File: src/rtl/mac_requant.sv
// mac_requant: bias add, round-half-up arithmetic shift and saturation of MAC accumulators,
// buffered through a 2-entry valid/ready FIFO with a sticky saturation counter.
module mac_requant #(
    parameter int LEN_ACC   = 18,
    parameter int LEN_OUT   = 8,
    parameter int LEN_SHIFT = 4
) (
    input  logic                        CLK,
    input  logic                        SYNC_RST,
    input  logic                        ACC_VALID,
    output logic                        ACC_READY,
    input  logic signed [LEN_ACC-1:0]   ACC_IN,
    input  logic signed [LEN_ACC-1:0]   BIAS,
    input  logic        [LEN_SHIFT-1:0] SHIFT,
    output logic                        OUT_VALID,
    input  logic                        OUT_READY,
    output logic signed [LEN_OUT-1:0]   DATA_OUT,
    output logic                        SAT_FLAG,
    output logic        [15:0]          SAT_COUNT
);
    localparam logic signed [LEN_ACC+1:0] MAX_V = {{(LEN_ACC+3-LEN_OUT){1'b0}}, {(LEN_OUT-1){1'b1}}};
    localparam logic signed [LEN_ACC+1:0] MIN_V = {{(LEN_ACC+3-LEN_OUT){1'b1}}, {(LEN_OUT-1){1'b0}}};
    localparam logic signed [LEN_ACC+1:0] ONE   = {{(LEN_ACC+1){1'b0}}, 1'b1};

    logic                        s1_valid_q, s1_valid_d;
    logic signed [LEN_ACC:0]     s1_sum_q, s1_sum_d;
    logic [LEN_SHIFT-1:0]        s1_shift_q, s1_shift_d;
    logic [LEN_OUT-1:0]          mem_data_q [2];
    logic [LEN_OUT-1:0]          mem_data_d [2];
    logic [1:0]                  mem_sat_q, mem_sat_d;
    logic                        rd_ptr_q, rd_ptr_d, wr_ptr_q, wr_ptr_d;
    logic [1:0]                  cnt_q, cnt_d;
    logic [15:0]                 sat_cnt_q, sat_cnt_d;
    logic                        accept, push, pop, sat_hi, sat_lo, w_sat;
    logic signed [LEN_ACC+1:0]   rnd, r, q;
    logic [LEN_OUT-1:0]          w_data;

    always_comb begin
        pop       = (cnt_q != 2'd0) && OUT_READY;
        push      = s1_valid_q && (cnt_q != 2'd2 || pop);
        // readiness looks only at registered state so OUT_READY never reaches ACC_READY
        ACC_READY = !SYNC_RST && (!s1_valid_q || cnt_q != 2'd2);
        accept    = ACC_VALID && ACC_READY;
        rnd       = (s1_shift_q == '0) ? '0 : ONE << (s1_shift_q - {{(LEN_SHIFT-1){1'b0}}, 1'b1});
        r         = {s1_sum_q[LEN_ACC], s1_sum_q} + rnd;
        q         = r >>> s1_shift_q;
        sat_hi    = q > MAX_V;
        sat_lo    = q < MIN_V;
        w_sat     = sat_hi || sat_lo;
        w_data    = sat_hi ? MAX_V[LEN_OUT-1:0] : sat_lo ? MIN_V[LEN_OUT-1:0] : q[LEN_OUT-1:0];
        s1_valid_d = accept || (s1_valid_q && !push);
        s1_sum_d   = accept ? {ACC_IN[LEN_ACC-1], ACC_IN} + {BIAS[LEN_ACC-1], BIAS} : s1_sum_q;
        s1_shift_d = accept ? SHIFT : s1_shift_q;
        mem_data_d = mem_data_q;
        mem_sat_d  = mem_sat_q;
        if (push) begin
            mem_data_d[wr_ptr_q] = w_data;
            mem_sat_d[wr_ptr_q]  = w_sat;
        end
        wr_ptr_d  = wr_ptr_q ^ push;
        rd_ptr_d  = rd_ptr_q ^ pop;
        cnt_d     = (push && !pop) ? cnt_q + 2'd1 : (pop && !push) ? cnt_q - 2'd1 : cnt_q;
        sat_cnt_d = (push && w_sat && sat_cnt_q != 16'hFFFF) ? sat_cnt_q + 16'd1 : sat_cnt_q;
        OUT_VALID = cnt_q != 2'd0;
        DATA_OUT  = OUT_VALID ? mem_data_q[rd_ptr_q] : '0;
        SAT_FLAG  = OUT_VALID && mem_sat_q[rd_ptr_q];
        SAT_COUNT = sat_cnt_q;
    end

    always_ff @(posedge CLK) begin
        if (SYNC_RST) begin
            s1_valid_q <= 1'b0;
            s1_sum_q   <= '0;
            s1_shift_q <= '0;
            mem_data_q <= '{default: '0};
            mem_sat_q  <= '0;
            rd_ptr_q   <= 1'b0;
            wr_ptr_q   <= 1'b0;
            cnt_q      <= '0;
            sat_cnt_q  <= '0;
        end else begin
            s1_valid_q <= s1_valid_d;
            s1_sum_q   <= s1_sum_d;
            s1_shift_q <= s1_shift_d;
            mem_data_q <= mem_data_d;
            mem_sat_q  <= mem_sat_d;
            rd_ptr_q   <= rd_ptr_d;
            wr_ptr_q   <= wr_ptr_d;
            cnt_q      <= cnt_d;
            sat_cnt_q  <= sat_cnt_d;
        end
    end
endmodule
File: config.mk
export PLATFORM = sky130hd
export DESIGN_NAME = mac_requant
export DESIGN_NICKNAME = d
export VERILOG_FILES = /design/src/rtl/mac_requant.sv
export SDC_FILE = /design/constraint.sdc
export NUM_CORES = 1
export LEC_CHECK = 0
export CORE_MARGIN = 2
export CORE_UTILIZATION = 57
export DETAILED_ROUTE_END_ITERATION = 8
export PLACE_DENSITY = 0.8
export SLEW_MARGIN = 25
export SYNTH_ARGS = -nofsm -noshare
export SYNTH_HDL_FRONTEND = slang
export SYNTH_SLANG_ARGS = --single-unit
export TNS_END_PERCENT = 30
File: constraint.sdc
create_clock -name CLK -period 6.95 [get_ports CLK]
set_clock_uncertainty 0.1 [all_clocks]
set_input_delay 1.39 -clock CLK [delete_from_list [all_inputs] [get_ports CLK]]
set_output_delay 1.39 -clock CLK [all_outputs]
set_load 0.005 [all_outputs]
== Yosys cells after proc, flatten, opt, wreduce, memory -nomap -nowiden ==
Cells that the tools add are included.
Storage, ports and cells
  flip-flop bits (word level): 62
  input port bits: 44
  output and inout port bits: 27
  logic and storage cells: 72
Operators by class
  add/subtract/negate cells: 6
  order comparisons: 8
  eq/ne operators: 2
  shifts and indexed selects: 2
  multiplexer cells: 17
  bitwise logic cells: 4
  reduce and logical (&&, ||, !) cells: 23
Operator list (number)
  two-way mux 8 bit: 7
  adder 20 bit: 1
  greater-than comparator 20 x 8 -> 1 bit (second input constant): 1
  < comparator 20 x 8 -> 1 bit (second input constant): 1
  two-way mux 20 bit: 1
  << shifter 1 x 4 -> 20 bit (first input constant): 1
  >>> shifter 20 x 4 -> 20 bit: 1
  adder 18 x 18 -> 19 bit: 1
  adder 16 x 1 -> 16 bit (second input constant): 1
  bitwise mux 16 bit: 1
  inequality test 16 bit (second input constant): 1
  logical AND 1 bit: 12
  demux 8 bit (select 1 bit): 1
  greater-or-equal comparator 2 bit (second input constant): 2
  logical NOT 1 bit: 4
  logical NOT 4 bit: 1
  logical OR 1 bit: 4
  < comparator 1 x 2 -> 1 bit (second input constant): 2
  two-way mux 2 bit: 2
  NOT 1 -> 2 bit: 2
  nonzero test 2 bit: 2
  subtractor 4 x 1 -> 4 bit (second input constant): 1
  two-way mux 1 bit: 3
  adder 2 x 1 -> 2 bit (second input constant): 1
  other kinds (7): 8

== Longest topological paths before layout ==
Gate-level depths: netlist of the first run.
  depth after elaboration: 9
  gate-level depth with buffers: 22
  mapped depth without buffers: 17

== Worst setup path after synthesis of the first run ==
No wires, ideal clock.
  path kind: register to register
  start: register s1_shift_q[0]
  end: register sat_cnt_q[1] (netlist: SAT_COUNT[1])
  library setup time: 0.128 ns
  arrival time: 4.987 ns
  required time: 6.722 ns
  setup slack: 1.736 ns
  stages on the path, launching flop included: 22
  path buffers: 5
  clock period less this slack: 5.214 ns
  path through: dfxtp_1 -> inv_1 -> buf_1 -> buf_1 -> nand2_1 -> nor2_1 -> ha_1 -> buf_2 -> and4_4 -> and3_1 -> a21oi_2 -> o211ai_2 -> xor2_1 -> mux4_2 -> mux2_2 -> or4b_1 -> a2111o_1 -> o211ai_2 -> buf_6 -> buf_6 -> mux2i_1 -> nor2_1
Between the ends
  cells in the longest elaborated chain, start to end: 9
  elaborated cells between the ends (all ways): 11
  those cells by class: add/sub: 2; order compare: 2; shift: 2; mux: 1; reduce/logical: 4
Ends and longest elaborated chain
  from (decl): line 27  | logic [LEN_SHIFT-1:0] s1_shift_q, s1_shift_d;
  from (signal assigned): line 84  | s1_shift_q <= s1_shift_d;
  subtractor 4 x 1 -> 4 bit: line 44  | rnd = (s1_shift_q == '0) ? '0 : ONE << (s1_shift_q - {{(LEN_SHIFT-1){1'b0}}, 1'b1});
  << shifter 1 x 4 -> 20 bit: line 44
  two-way mux 20 bit: line 44
  adder 20 bit: line 45  | r = {s1_sum_q[LEN_ACC], s1_sum_q} + rnd;
  >>> shifter 20 x 4 -> 20 bit (*): line 46  | q = r >>> s1_shift_q;
  greater-than comparator 20 x 8 -> 1 bit / < comparator 20 x 8 -> 1 bit (equally long branches): line 47, 48
  logical OR 1 bit (*): line 49  | w_sat = sat_hi || sat_lo;
  logical AND 1 bit (*) (2 in series): line 63  | sat_cnt_d = (push && w_sat && sat_cnt_q != 16'hFFFF) ? sat_cnt_q + 16'd1 : sat_cnt_q;
  to (signal assigned): line 90  | sat_cnt_q <= sat_cnt_d;
  to (decl): line 33  | logic [15:0] sat_cnt_q, sat_cnt_d;
Every way passes the cells marked *; elsewhere a longest branch is shown, timed or not.
A chain may end at the register's enable or synchronous reset.

== Worst setup path in the final report of the first run ==
  start: register s1_shift_q[0]
  end: register sat_cnt_q[12] (netlist: SAT_COUNT[12])
The elaborated chain is that of the path after synthesis.

==> run summary, run 1 <==
The fraction of post-synthesis cell area in the top cell type by area came out at 21.7%. Across every metal layer, demand over resource in global routing totals 28.4%. The max-cap check violation count is 0. Dividing the synthesized area by the synthesized cell count gives 7.70 um2. The internal power of the cells totals 769 uW. The met1 capacity usage during global routing is a little under two fifths. The proportion of layout cells with a drive suffix above 1 is about 7.1%. The detailed-router iteration count before antenna repair came out at 5. The final antenna diode count came out at 0. Traced cell by cell, the critical path runs through inv_1, nand2_1, nor2_1, ha_1, and4_4, and3_1, a21oi_2, o21ai_0, a31oi_1, buf_4, mux4_2, mux2_2, or4b_1, a2111o_1, o211ai_2, buf_4, or3_1, a21oi_1. Broken down by cell family, the worst path's largest delay share belongs to compound AO/OA/AOI/OAI gates. The headroom to the max-slew limit is 42.3%. The slew of the pin with the lowest slew margin came out at 864 ps. The most utilized layer in the global route result is met2. The layout overhead on the synthesized area is 15.6%. The post-route setup TNS came out at 0 ps. The delay of the slowest critical-path stage is slightly below 900 ps. Setup violations remaining at the end of the flow were counted as 0. The number of global-route vias before repair is 5,482. The flow ran to the end, and the final reports show no timing, DRC or antenna violations. The number of synthesized flops with an enable pin came out at 0. The first global-routing pass estimated 25,900 um of wire. After routing the design area is 6620 um2. The class of the worst hold path is flop to flop. The portion of total power attributed to sequential cells is 35.0%. The final layout contains routed wiring with a total length of approximately 15,000 um. For this configuration, the core starts out at a cell density of about 59%.

Yosys attributes the largest share of cell area to dfxtp_1 (22%), ha_1 (8.3%), mux2i_1 (5.8%). The synthesized design spends more area on one cell type than any other, namely dfxtp_1. nor2_1 is the most common cell in the netlist. The met2 global-route usage is 47.6%. The sequential fraction of the synthesis area came out at 21.7%. The critical path arrival came out at a little under 6000 ps. In the routed design, unresolved DRC markers number 0. The placed standard-cell area is 6440 um2. For this run, the number of standard cells in the final layout without fillers is 923. The switching power total came out at 503 uW.

The clock-pin slew reported for the worst setup and hold paths after clock tree synthesis is roughly 80 ps. The ratio of routed vias to standard cells is 6.23. The H-tree depth reported by CTS is 3. The final max-slew violation count is 0. STA classifies the critical path endpoint as a flop. The number of nets at the end of the flow is 869. The startpoint of the lowest-slack hold path is mem_data_q[11]. In the synthesized netlist the dominant register cell turns out to be dfxtp_1.

The core area came out at 9770 um2. Clock tree synthesis selected as its root buffer the cell clkbuf_8. The fmax came out at 0.172 GHz. The average routed wire per standard cell is 16.4 um. Net switching is 39.6% of the power. The worst path required time is 7040 ps. Global routing consumed, on the met3 layer, roughly 4.3% of the routing resources. The highest fanout seen on the critical path came out at 24.

The critical path in this run is classified as flop to flop. TritonCTS built the clock tree. The synthesized instance count came out at around 740.

The category of the worst setup path launch point is a flop. The detail route stage leaves a number of antenna-violating nets equal to 0. The number of buffers between clock root and the deepest sink came out at 2.

Buffers inserted to repair hold after CTS numbered 0. By count the netlist is led by nor2_1 (78), dfxtp_1 (62), a21oi_1 (54), nand2_1 (54), o21ai_0 (39). The clock network is responsible for 22.2% of the overall power. The number of antenna violations at the first check in global routing came out at 0. The netlist area before placement came out at approximately 5700 um2. The largest individual stage delay along the critical path comes from the cell dfxtp_1. Counting the buffers created by CTS gives 9. Counting every sink on the clock net gives 62.

The leakage power came out at between 0.002 and 0.003 uW. Entering global routing, the biggest net connects 65 pins. The boundary pin count came out at 71.

The die boundary height is roughly 100 um. The starting DRC count in detailed routing came out at between 400 and 500. The clock network latency to the later pin of the worst-skew pair is 340 ps. The total nets after synthesis is 827. The port buffer count came out at 70. Cells fill 67.7% of the core in the end. The most prevalent standard cell on the critical path is buf_4. The width of the die is ~100 um. The final cycle utilization of the critical path came out at ~83%.

Counting flops with an async set or reset pin after synthesis yields a share of 0%. The routed via count came out at 5,747. Detailed placement finished with a half-perimeter wire length of 11,400 um. The total of warnings raised by yosys came out at 0. The final weighted congestion in routability-driven placement came out at 0.935. The power density over cell area is 192 nW/um2.

The area of the die is 10,900 um2. The synthesized netlist contains 76 unique library cells. The minimum clock period came out at 5800 ps. Setup repair after global routing left no endpoint under its margin. The number of placed instances, taps included is 907. The number of hold violations in the final report came out at 0. The combinational group share of total power came out at 42.8%. The worst register-to-register path begins at s1_shift_q[0]. After floorplanning, the core was divided into 36 placement rows. After clock tree synthesis, the setup repair step added 0 buffers.

Post-CTS repair changed the size of 0 cells. Across the VDD grid, the largest voltage drop is 0.118 mV. Together, buffers and inverters on the worst path number 3. Global routing finished with a remaining overflow of 0.

The post-layout total power is 1270 uW. The critical path starts at s1_shift_q[0]. The post-synthesis sequential element count came out at between 60 and 70.
-- metal layers --
| layer | vias to the layer above | wire length [um] |
|---|---|---|
| met1 | 2675 | 6910 |
| li1 | 2846 | - |
| met5 | - | 0 |
| met4 | 0 | 367 |
| met3 | 28 | 805 |
| met2 | 198 | 7080 |
-- layout by cell type (no fill, tap or decap), types with 10 or more instances in the layout --
cell type | Yosys | routed
a21oi_1 | 54 | 54
nand3b_1 | 18 | 18
nor3_1 | 11 | 11
mux2i_1 | 33 | 33
ha_1 | 38 | 38
dfxtp_1 | 62 | 62
clkdlybuf4s50_1 | 0 | 69
inv_1 | 29 | 29
nor2_1 | 78 | 78
buf_4 | 2 | 10
o211ai_1 | 10 | 10
a211oi_1 | 22 | 22
o21ai_1 | 12 | 12
xor2_1 | 18 | 18
nand2_1 | 54 | 54
o31ai_1 | 10 | 10
xnor2_1 | 13 | 13
nand3_1 | 23 | 23
or3_1 | 23 | 23
o21ai_0 | 39 | 39
-- worst reg2reg max path, cell delays in order (launching register included) --
cell      delay, ps
dfxtp_1         890
inv_1           140
nand2_1         180
nor2_1           70
ha_1            450
and4_4          290
and3_1          170
a21oi_2          90
o21ai_0         380
a31oi_1         140
buf_4           220
mux4_2          480
mux2_2          300
or4b_1          520
a2111o_1        490
o211ai_2        240
buf_4           300
or3_1           130
a21oi_1          60
-- power by group through the flow --
stage	Sequential, uW	Clock (uW)	Combinational (uW)
after global routing	451	307	599
after CTS	444	289	535
after global placement	450	0	522
after detailed placement	452	0	531
after floorplan	420	0	411
final	445	282	544
-- stage by stage --
step           setup slack [ps]  hold slack (ps)
3_5_place_dp               1300              378
4_1_cts                    1270              389
6_report                   1150              388
2_1_floorplan              1740              354
3_3_place_gp               1400              372
5_1_grt                     848              405
-- state kept, by name, indices dropped and copies added (netlist names) --
name,flops
s1_sum_q,19
SAT_COUNT,16
mem_data_q,16
s1_shift_q,4
cnt_q,2
mem_sat_q,2
rd_ptr_q,1
s1_valid_q,1
wr_ptr_q,1
-- final cells by class --
type,instances,area (um2)
tap,133,166
clock inverter,7,51.3
multi-input combinational,602,4150
inverter,30,113
clock buffer,9,124
timing repair buffer,80,771
fill,836,3160
sequential,62,1240
-- final timing paths --
kind	end	depth (start not counted)	slack (ps)
min	mem_data_q[11]	2	390
max reg2reg	SAT_COUNT[12]	18	1150
max	SAT_COUNT[12]	18	1150
min reg2reg	mem_data_q[11]	2	390
-- cell families (layout without fill, tap and decap cells) --
logic type                 Yosys count  count (layout)  share of synthesized area (%)
muxes                               44              44                           9.19
adders and majority gates           40              40                           9.01
AOI/OAI and AO/OA                  227             227                           26.9
buffers and inverters               79             126                           5.77
xor gates and xnor gates            31              31                           4.75
DFF                                 62              62                           21.7
other                                1               1                         0.0656
and+or+nand+nor                    259             259                           22.6
(Power assumes the default switching activity.)
==> run 2, diff against run 1 <==
- CORE_UTILIZATION: 57 -> 52
- PLACE_DENSITY: 0.8 -> 0.76
- clock period: 6.95 -> 5 ns (I/O delays scaled with it)
==> run 2 against run 1 <==
  * Setup slack lost 1000 ps
  * Global-route usage shrank 0.55 points
  * Sequential power grew 38%
  * Critical path type unchanged
  * Critical endpoint is now SAT_COUNT[7]
  * Largest power group unchanged
==> run summary, run 2 (synthesized netlist as in run 1, its figures left out) <==
The max-cap check violation count came to 0 (unchanged). The worst hold slack after final layout is 386 ps (-1.95 ps). The port buffer count was 70 (unchanged). The number of antenna violations at the first check in global routing is 0 (unchanged).

The total clock sinks is 62 (unchanged). The routed via count came out at 5,915 (+2.9%). The remaining number of nets flagged by the antenna check after routing is 0 (unchanged). The worst hold path belongs to the class flop to flop. The number of global-route vias before repair is 5,397 (-1.6%). The width of the die is 109 um (+4.5%). The clock-pin slew reported for the worst setup and hold paths after clock tree synthesis came out at 90 ps (about the same).

The post-DP HPWL is 12,200 um (+6.6%). The ratio of routed vias to standard cells came out at 6.17 (-0.84%). The headroom to the max-slew limit is 43.8% (+1.5 points). The number of nets at the end of the flow is 898 (+3.3%). The sum of routed wire length over all layers is 16,400 um (+8.3%). The core area came to 10,800 um2 (+10%). The minimum clock period is 4890 ps (-908 ps). The initial core utilization came out at 53.0% (-5.5 points). The detailed-router iteration count before antenna repair is 6 (+1).

The total global routing overflow came to 0 (unchanged). The buffer cell driving the clock tree root is clkbuf_8. The power density over cell area is 263 nW/um2 (+37%).

The leakage power is 0.00268 uW (+6.1%). The fmax is 0.204 GHz (+19%). The number of buffers between clock root and the deepest sink was 2 (unchanged). The highest fanout seen on the critical path is 6 (-75%). The critical path arrival came out at 5050 ps (-840 ps). The area of the die is 11,900 um2 (+9.2%). The flip-flop count of the largest register after layout is 19 (unchanged). The worst path required time came out at 5160 ps (-1880 ps). The critical path is of the flop to flop type. The die boundary height came out at 109 um (+4.5%). The number of placement rows came out at 38 (+5.6%). The maximum ir drop on the vdd rail came to 0.219 mV (+86%). The final antenna diode count is 0 (unchanged). The H-tree depth reported by CTS came out at 3 (unchanged).

The slew of the pin with the lowest slew margin is 840 ps (-23.4 ps). The DRC violation count after routing came out at 0 (unchanged). The boundary pin count came to 71 (unchanged). The global-route wire length before repair came out at 26,300 um (+1.6%). The final cell area excluding filler cells is 7000 um2 (+5.8%). Leaving out fill and tap cells, the most frequent cells in the layout are nor2_1 (78), clkdlybuf4s50_1 (69), dfxtp_1 (59).

The library cell used most frequently in the layout, excluding fill and tap cells, is nor2_1. Ranked by flip-flop count, first place goes to s1_sum_q. The category of the worst setup path launch point is a flop. The average routed wire per standard cell is 17.1 um (+4.3%). The final max-slew violation count came out at 0 (unchanged). The largest net degree at the start of global routing is 64 (-1.5%).

STA classifies the critical path endpoint as a flop. The final weighted congestion in routability-driven placement came to 0.990 (+5.9%). The flow ran to the end, and the final reports show no timing, DRC or antenna violations. TritonCTS built the clock tree. The number of buffers inserted during clock tree synthesis is 9 (unchanged).

The number of buffers inserted for hold repair after clock tree synthesis is 0 (unchanged). The number of hold violations in the final report is 0 (unchanged). The total setup violations reported at the end of the flow came out at 0 (unchanged). The placed standard-cell area was 6660 um2 (+3.3%). Compared with the post-synthesis result, the final layout area differs by 22.3%. The final cycle utilization of the critical path came out at 97.9% (+14 points). The aggregate global-route resource usage came out at 27.9% (-0.55 points). The clock network latency to the later pin of the worst-skew pair came out at 380 ps (+40 ps). The proportion of layout cells with a drive suffix above 1 is 14.2% (+7.1 points). The final standard cell utilization of the core came out at 64.8% (-2.9 points). The starting DRC count in detailed routing is 445 (+5.7%).
## run 2: what timing repair did
| action | CTS | global route |
|---|---|---|
| gates resized for setup | 6 | 37 |
| buffers inserted | 0 | 1 |
| endpoints found under the hold margin | 0 | 0 |
| cloned | 0 | 1 |
| setup endpoints to repair | 27 | 32 |
| pin swaps | 0 | 3 |
## run 2: final cells by class
class | instances | area, um2
clock inverter | 5 | 27.5
tap | 140 | 175
clock buffer | 10 | 128
inverter | 30 | 114
timing repair buffer | 109 | 1000
fill | 937 | 3800
sequential | 62 | 1240
multi-input combinational | 602 | 4300
## run 2: path summary, 6_finish.rpt
path,from,to,slack [ps],cells past startpoint
worst min-delay path,mem_data_q[14],mem_data_q[14],390,2
worst max-delay path,s1_shift_q[0],SAT_COUNT[7],110,16
worst max register to register,s1_shift_q[0],SAT_COUNT[7],110,16
worst min register to register,mem_data_q[14],mem_data_q[14],390,2
## run 2: critical path, cell delays in order, from the launching register on
cell and delay, ps:
dfxtp_2 400, buf_4 190, nand2_1 160, nor2_1 140, ha_1 330, and4_4 250
and3_1 190, a21oi_2 240, o211ai_2 180, xor2_1 190, mux4_2 490, mux2_2 300
or4b_1 530, a2111o_1 450, o211ai_4 190, nor2_1 110, mux2_4 300
## run 2: routing by layer
| layer | GRT usage, % | share of wire [%] |
|---|---|---|
| met5 | 0 | 0 |
| met4 | 10.3 | 2.2 |
| met2 | 43.9 | 46 |
| met1 | 37.9 | 46 |
| met3 | 5.02 | 6.1 |
## run 2: where the power goes
part | leakage, uW | total, uW | switching (uW) | internal, uW
clock | 0.0000817 | 385 | 212 | 173
sequential | 0.000509 | 616 | 67.2 | 549
combinational | 0.00209 | 841 | 454 | 387
## run 2: through the flow
| stage | cells | TNS (ps) | total power [uW] | setup WS (ps) |
|---|---|---|---|---|
| 2_1_floorplan | 743 | 0 | 1160 | 3.38 |
| 3_3_place_gp | 941 | -5.97 | 1390 | -4.86 |
| 3_5_place_dp | 941 | -1010 | 1410 | -106 |
| 4_1_cts | 956 | 0 | 1800 | 6.84 |
| 5_1_grt | 958 | -47.7 | 1960 | -12.9 |
| 6_report | 958 | 0 | 1840 | 107 |
==> run 3, diff against run 2 <==
- SLEW_MARGIN: 25 -> unset
==> results of run 3 <==
The final DEF is identical to that of run 2; final timing and power are the same.
